<file path="src/rtl/memory_bus_bridge_pkg.sv">
// memory_bus_bridge_pkg: funct3 option codes, bridge FSM states and load lane shift shared by the bridge files
package memory_bus_bridge_pkg;
  localparam logic [2:0] OPT_B = 3'b000;
  localparam logic [2:0] OPT_H = 3'b001;
  localparam logic [2:0] OPT_W = 3'b010;
  localparam logic [2:0] OPT_BU = 3'b100;
  localparam logic [2:0] OPT_HU = 3'b101;
  localparam int LANE_SHIFT = 8;
  typedef enum logic [1:0] {IDLE, ISSUE, RESPOND} state_t;
endpackage

</file>
<file path="src/rtl/memory_bus_bridge_load_formatter.sv">
// memory_bus_bridge_load_formatter: extracts the addressed lane of a slave word and sign/zero-extends it (in: rdata, offset, option; out: data)
module memory_bus_bridge_load_formatter
  import memory_bus_bridge_pkg::*;
(
  input  logic [31:0] rdata,
  input  logic [1:0]  offset,
  input  logic [2:0]  option,
  output logic [31:0] data
);
  logic [31:0] lane;
  assign lane = rdata >> ({3'b000, offset} * 5'(LANE_SHIFT));
  assign data = option == OPT_B  ? {{24{lane[7]}}, lane[7:0]} :
                option == OPT_BU ? {24'b0, lane[7:0]} :
                option == OPT_H  ? {{16{lane[15]}}, lane[15:0]} :
                option == OPT_HU ? {16'b0, lane[15:0]} : lane;
endmodule

</file>
<file path="src/rtl/memory_bus_bridge.sv">
// memory_bus_bridge: core request (core_*) to word-aligned slave transaction (mem_*) bridge with load formatting, timeout and sticky bus_error/error_address
module memory_bus_bridge
  import memory_bus_bridge_pkg::*;
#(
  parameter int TIMEOUT_CYCLES = 255,
  parameter int COUNTER_WIDTH = 8
) (
  input  logic        clk,
  input  logic        reset,
  input  logic        core_read,
  input  logic        core_write,
  input  logic [2:0]  core_option,
  input  logic [31:0] core_address,
  input  logic [31:0] core_write_data,
  output logic [31:0] core_read_data,
  output logic        core_response,
  output logic        mem_req,
  output logic        mem_we,
  output logic [31:0] mem_addr,
  output logic [3:0]  mem_wstrb,
  output logic [31:0] mem_wdata,
  input  logic [31:0] mem_rdata,
  input  logic        mem_ack,
  output logic        bus_error,
  output logic [31:0] error_address
);
  state_t state_q, state_d;
  logic [COUNTER_WIDTH-1:0] count_q;
  logic [31:0] addr_q, data_q, rdata_q, fmt;
  logic [2:0] opt_q;
  logic we_q, err_q, start, illegal, timeout, issue, fail;
  assign start = core_read | core_write;
  assign illegal = core_option inside {3'b011, 3'b110, 3'b111} ||
                   (core_option[1:0] == OPT_H[1:0] && core_address[0]) ||
                   (core_option == OPT_W && core_address[1:0] != 2'b00) ||
                   (core_write && core_option[2]);
  assign timeout = count_q == COUNTER_WIDTH'(TIMEOUT_CYCLES - 1);
  assign issue = state_q == ISSUE;
  assign fail = (state_q == IDLE && start && illegal) || (issue && !mem_ack && timeout);
  memory_bus_bridge_load_formatter u_fmt (
    .rdata(rdata_q),
    .offset(addr_q[1:0]),
    .option(opt_q),
    .data(fmt)
  );
  always_comb begin
    state_d = state_q;
    mem_req = issue;
    mem_we = issue & we_q;
    mem_addr = issue ? {addr_q[31:2], 2'b00} : '0;
    mem_wstrb = !(issue && we_q) ? 4'b0000 :
                opt_q == OPT_B ? 4'b0001 << addr_q[1:0] :
                opt_q == OPT_H ? 4'b0011 << addr_q[1:0] : 4'b1111;
    mem_wdata = !issue ? '0 :
                opt_q == OPT_B ? {4{data_q[7:0]}} :
                opt_q == OPT_H ? {2{data_q[15:0]}} : data_q;
    core_response = state_q == RESPOND;
    core_read_data = (core_response && !we_q && !err_q) ? fmt : '0;
    if (state_q == IDLE && start) state_d = illegal ? RESPOND : ISSUE;
    else if (issue && (mem_ack || timeout)) state_d = RESPOND;
    else if (state_q == RESPOND) state_d = IDLE;
  end
  always_ff @(posedge clk) begin
    if (reset) begin
      state_q <= IDLE;
      count_q <= '0;
      addr_q <= '0;
      data_q <= '0;
      rdata_q <= '0;
      opt_q <= '0;
      we_q <= 1'b0;
      err_q <= 1'b0;
      bus_error <= 1'b0;
      error_address <= '0;
    end else begin
      state_q <= state_d;
      if (state_q == IDLE && start) begin
        addr_q <= core_address;
        opt_q <= core_option;
        data_q <= core_write_data;
        we_q <= core_write;
        err_q <= illegal;
        count_q <= '0;
      end
      if (issue) begin
        count_q <= count_q + 1'b1;
        if (mem_ack) rdata_q <= mem_rdata;
        else if (timeout) err_q <= 1'b1;
      end
      if (fail) begin
        bus_error <= 1'b1;
        if (!bus_error) error_address <= issue ? addr_q : core_address;
      end
    end
  end
endmodule
</file>
<file path="config.mk">
export PLATFORM = sky130hd
export DESIGN_NAME = memory_bus_bridge
export DESIGN_NICKNAME = d
export VERILOG_FILES = /design/src/rtl/memory_bus_bridge_pkg.sv /design/src/rtl/memory_bus_bridge_load_formatter.sv /design/src/rtl/memory_bus_bridge.sv
export SDC_FILE = /design/constraint.sdc
export NUM_CORES = 1
export LEC_CHECK = 0
export BUFFER_PORTS_ARGS = -buffer_cell sky130_fd_sc_hd__buf_2
export CORE_MARGIN = 2
export CORE_UTILIZATION = 50
export CTS_BUF_LIST = sky130_fd_sc_hd__clkbuf_16
export DETAILED_ROUTE_END_ITERATION = 6
export PLACE_DENSITY = 0.76
export SLEW_MARGIN = 20
export SYNTH_ARGS = -nofsm -noshare
export SYNTH_HDL_FRONTEND = slang
export SYNTH_HIERARCHICAL = 1
export SYNTH_SLANG_ARGS = --single-unit
</file>
<file path="constraint.sdc">
create_clock -name clk -period 2.18 [get_ports clk]
set_input_delay 0.218 -clock clk [delete_from_list [all_inputs] [get_ports clk]]
set_output_delay 0.218 -clock clk [all_outputs]
set_load 0.01 [all_outputs]
</file>
======== Word-level counts from Yosys, hierarchy flattened ========
Cells that the tools add are included.
cells by class
  add/subtract/negate cells ............... 1
  equality and inequality tests ........... 11
  shift operators ......................... 3
  muxes and demuxes ....................... 23
  bitwise logic cells ..................... 3
  reduce and logical (&&, ||, !) cells .... 27
operator list
  operator             count
  $mux 32              10
  $shr 32x5->32        1
  $mux 8               2
  $eq 3x3->1 const B   4
  $mux 4               3
  $logic_and 1x1->1    11
  $add 8x1->8 const B  1
  $eq 8x8->1 const B   1
  $mux 2               4
  $eq 3x2->1 const B   2
  $reduce_bool 3->1    2
  $logic_or 1x1->1     5
  $eq 2x1->1 const B   2
  $mux 1               4
  $reduce_and 2->1     2
  $reduce_bool 2->1    2
  $shl 1x2->4 const A  1
  $shl 2x2->4 const A  1
  $eq 3x1->1 const B   1
  $logic_not 1->1      3
  $logic_not 3->1      1
  $eq 2x2->1 const B   1
  $logic_not 2->1      1
  $and 1x1->1          1
  other kinds (2)      2
storage, ports and cells
  bits in registers ....................... 144
  output and inout port bits .............. 136
  word-level logic and storage cells ...... 78

======== Longest topological paths before layout ========
  word-level depth ........................ 9
  depth in mapped cells ................... 9
  gate-level depth less buffers ........... 6

======== Hierarchy ========
Netlist, hierarchy kept.
modules (own cells, without submodules)
  module                            instances  cells each  area an instance (um^2)  sequential area each (um^2)
  memory_bus_bridge                 1          836         6379.9                   2882.8
  memory_bus_bridge_load_formatter  1          109         833.3                    0.0

======== Least setup slack after synthesis ========
No wires, ideal clock.
  path kind ............................... reg-to-output
  start ................................... register addr_q[0]
  end ..................................... output port core_read_data[19]
  arrival ................................. 1.561 ns
  setup slack ............................. 0.401 ns
  stages on the path, launching flop included .. 7
  path through ............................ dfxtp_1 buf_6 mux4_2 nand3b_4 buf_6 o31ai_1 and2_1
on the way
  cells in the longest elaborated chain, start to end .. 6
RTL lines
  what                    RTL line                                RTL
  start, declared         memory_bus_bridge.sv:29                 logic [31:0] addr_q, data_q, rdata_q, fmt;
  start signal, assigned  memory_bus_bridge.sv:78                 addr_q <= core_address;
  $shr 32x5->32 *         memory_bus_bridge_load_formatter.sv:11  assign lane = rdata >> ({3'b000, offset} * 5'(LANE_SHIFT));
  $mux 32                 memory_bus_bridge_load_formatter.sv:15  option == OPT_HU ? {16'b0, lane[15:0]} : lane;
  $mux 32                 memory_bus_bridge_load_formatter.sv:14  option == OPT_H ? {{16{lane[15]}}, lane[15:0]} :
  $mux 32                 memory_bus_bridge_load_formatter.sv:13  option == OPT_BU ? {24'b0, lane[7:0]} :
  $mux 32 *               memory_bus_bridge_load_formatter.sv:12  assign data = option == OPT_B ? {{24{lane[7]}}, lane[7:0]} :
  net fmt[19]             memory_bus_bridge.sv:29
  $mux 32 *               memory_bus_bridge.sv:58                 core_read_data = (core_response && !we_q && !err_q) ? fmt : '0;
  end, declared           memory_bus_bridge.sv:15                 output logic [31:0] core_read_data,
Mark *: on every way through the listed nets, which the timed path passes. The rest lies on a longest branch.

======== Worst setup path in the final report ========
  start ................................... register addr_q[0]
  end ..................................... output port core_read_data[24]
Same word-level chain as after synthesis.

==> flow_metrics.tcl <==
set metrics [dict create \
    pwr-share-seq_pct 39.6 \
    floorplan.initialDensity_pct 51.6 \
    rows 43 \
    cts.clk_slew.worst_paths_ps 60 \
    min-delay-start "core_write_data[16]" \
    clk_latency_ps 420 \
    slew_headroom_pct 38.2 \
    grt_first_pass_wirelength_um 33800 \
    root_buffer "clkbuf_16" \
    yosysWarnings 6 \
    vdd_drop_max_uv 624 \
    ys_async_sr_fraction_pct 0 \
    cts_tree "done" \
    synth_cells 945 \
    dp_hpwl_um 14200 \
    htreeDepth 4 \
    finalCritPeriodShare_pct 105 \
    synth_top_cell_area_share_pct 40.0 \
    cts_buffers 17 \
    slowest_stage "dfxtp_4" \
    final_cell_mix "nand2_1, buf_2, a21oi_1, dfxtp_1, and2_1" \
    fin_cells 1342 \
    worstMarginPinSlew_ps 923 \
    outcome "complete, but fails checks" \
    mostFrequentLayoutCell "nand2_1" \
    cp-end-kind "primary output" \
    max_stage_delay_ps 370 \
    min_period_ps 2300 \
    ant_nets 0 \
    violations "negative setup slack" \
    reg2reg_from "state_q[1]" \
    placed_cells 1301 \
    ios 240 \
    worst_r2r_endpoint "error_address[0]" \
    synth_edf_count 0 \
    seqCellArea_um2 2890 \
    synth.distinct_cells 49 \
    cts_buffer_depth 2 \
    place_congestion 0.882 \
    ys.flop_type "dfxtp_1" \
    die_h_um 124 \
    final_util_pct 66.9 \
    crit_required_ps 1960 \
    synth.area.top_cells "dfxtp_1, nand2_1, a21oi_1, and2_1, a31oi_1" \
    min_to "data_q[16]" \
    pwr-share-comb_pct 20.9 \
    syn_avg_cell_area_um2 7.63 \
    vias_per_cell 5.70 \
    synth_seq_cells 144 \
    detail_route.wl_per_cell_um 16.4 \
    first_global_vias 6773 \
    area_delta_synth_final_pct 29.8 \
    ys_seq_area_share_pct 40.0 \
    finalPower_uw 7700 \
    p_int_uw 5390 \
    rsz0062_at_grt "yes" \
    setup_viol 24 \
    num_vias 7651 \
    grt_max_degree 72 \
    slew_violations 0 \
    switching_share_pct 29.9 \
    cp.arrival_ps 2080 \
    dp_slack_ps 191 \
    crit_chain "buf_12 -> mux2i_4 -> o221a_4 -> o31ai_2 -> and2_1 -> buf_2" \
    setup_ws_ps -115 \
    cp_max_fo 14 \
    start_kind "flop" \
    drtIter0Drc 823 \
    grt_util_all_layers_pct 27.9 \
    portBuffers 237 \
    antenna_found_initial 2 \
    cap_viol_max_count 0 \
    nNetsFinal 1258 \
    fmax_ghz 0.436 \
    multi_input_area_um2 4100 \
    nFillCells 1252 \
    die_w_um 124 \
    worstSetupPathType "flop to primary output" \
    worst-r2r-cell-count 6 \
    dieArea_um2 15400 \
    power_density_nw_per_um2 822 \
    core_um2 14000 \
    rrSetupSlack_ps 270 \
    whs_path_depth 3 \
    fin_worst_skew_ps 6.96 \
    holdCritPathClass "input port to flop" \
    wl_um 22000 \
    dr.pass1.iters 6 \
    finalSetupTns_ps -919 \
    cts_hold_buf 0 \
    pwr-share-clk_pct 39.6 \
    route.detailed.drc 0 \
    switchingPower_uw 2300 \
    synth_area_leader_cell "dfxtp_1" \
    clock-sinks 144 \
    hold_viol 0 \
    synth_area_um2 7210 \
    grt_overflow_total 0 \
    total_leakage_power_uw 0.00413 \
    drive_above_1_share_pct 30.3 \
]
==> timing repair <==
item                       4_1_cts  5_1_grt
setup endpoints to repair       32       36
gates resized for setup         28       21
pin swaps                        7        4
setup buffers                    1        1
cloned                           6        0
==> final cells by class <==
class / instances / area share [%]
Multi-Input combinational cell: 712 / 43.8
Clock inverter: 15 / 2.04
Sequential cell: 144 / 30.9
Timing Repair inverter: 1 / 0.0802
Tap cell: 180 / 2.40
Inverter: 8 / 0.387
Clock buffer: 17 / 4.54
Antenna cell: 1 / 0.0267
Timing Repair Buffer: 264 / 15.8
==> how the worst max path moves through the flow <==
stage          slack [ps]      start  cells after the start            endpoint
2_1_floorplan         400  addr_q[0]                      6  core_read_data[19]
3_3_place_gp          250  addr_q[0]                      6  core_read_data[19]
3_5_place_dp          190  addr_q[0]                      6  core_read_data[16]
4_1_cts               -50  addr_q[0]                      6  core_read_data[16]
5_1_grt              -130  addr_q[0]                      5  core_read_data[24]
6_report             -120  addr_q[0]                      6  core_read_data[24]
==> registers in the layout, summed over array words and instances, names as in the netlist <==
name / flops
err_q: 1
rdata_q: 32
addr_q: 32
data_q: 32
state_q: 2
count_q: 8
bus_error: 1
we_q: 1
opt_q: 3
error_address: 32
==> critical path: cells and delay by family (launching register included) <==
family	cells	cell delay, ps
AOI/OAI and AO/OA	2	570
buffers and inverters	2	310
DFF	1	370
muxes	1	210
and+or+nand+nor	1	190
==> metal layers <==
metal  wire [µm]  GRT usage, %  vias up
met5           0             0        -
li1            -             -     3672
met1        9300          36.7     3527
met3        1760          6.82       78
met4         665          11.0        0
met2       10300          44.2      374
==> stage by stage <==
| stage | hold slack (ps) | instance area (µm²) |
|---|---|---|
| floorplan | 354 | 7220 |
| global placement | 437 | 8450 |
| detailed placement | 442 | 8450 |
| CTS | 17.2 | 9260 |
| global route | 28.5 | 9360 |
| finish | 29.8 | 9370 |
==> cell usage after synthesis (all sizes together) (3+ instances only) <==
cell and count:
nand2 238, o21ai 26, buf 28, a211oi 11, ha 6, and2 72
a22oi 8, inv 8, nor2 28, nor3 3, clkbuf 58, a31oi 49
o31ai 16, mux2 15, mux2i 19, o21a 31, a21oi 158, dfxtp 144
==> power by group through the flow <==
| stage | Sequential, µW | Combinational, µW | Clock (µW) |
|---|---|---|---|
| 5_1_grt | 3070 | 1760 | 3200 |
| 2_1_floorplan | 3090 | 980 | 0 |
| 4_1_cts | 3040 | 1560 | 3090 |
| 3_5_place_dp | 3090 | 1500 | 0 |
| 3_3_place_gp | 3080 | 1480 | 0 |
| 6_report | 3040 | 1610 | 3050 |
==> logic make-up after synthesis <==
kind of cell,Yosys count,share of synthesized area (%)
and+or+nand+nor,358,22.3
AOI/OAI and AO/OA,306,25.0
DFF,144,40.0
buffers and inverters,94,6.24
muxes,35,5.29
adders and majority gates,6,1.04
other,1,0.0520
xor gates and xnor gates,1,0.121
Power figures use the tool's default switching activity.
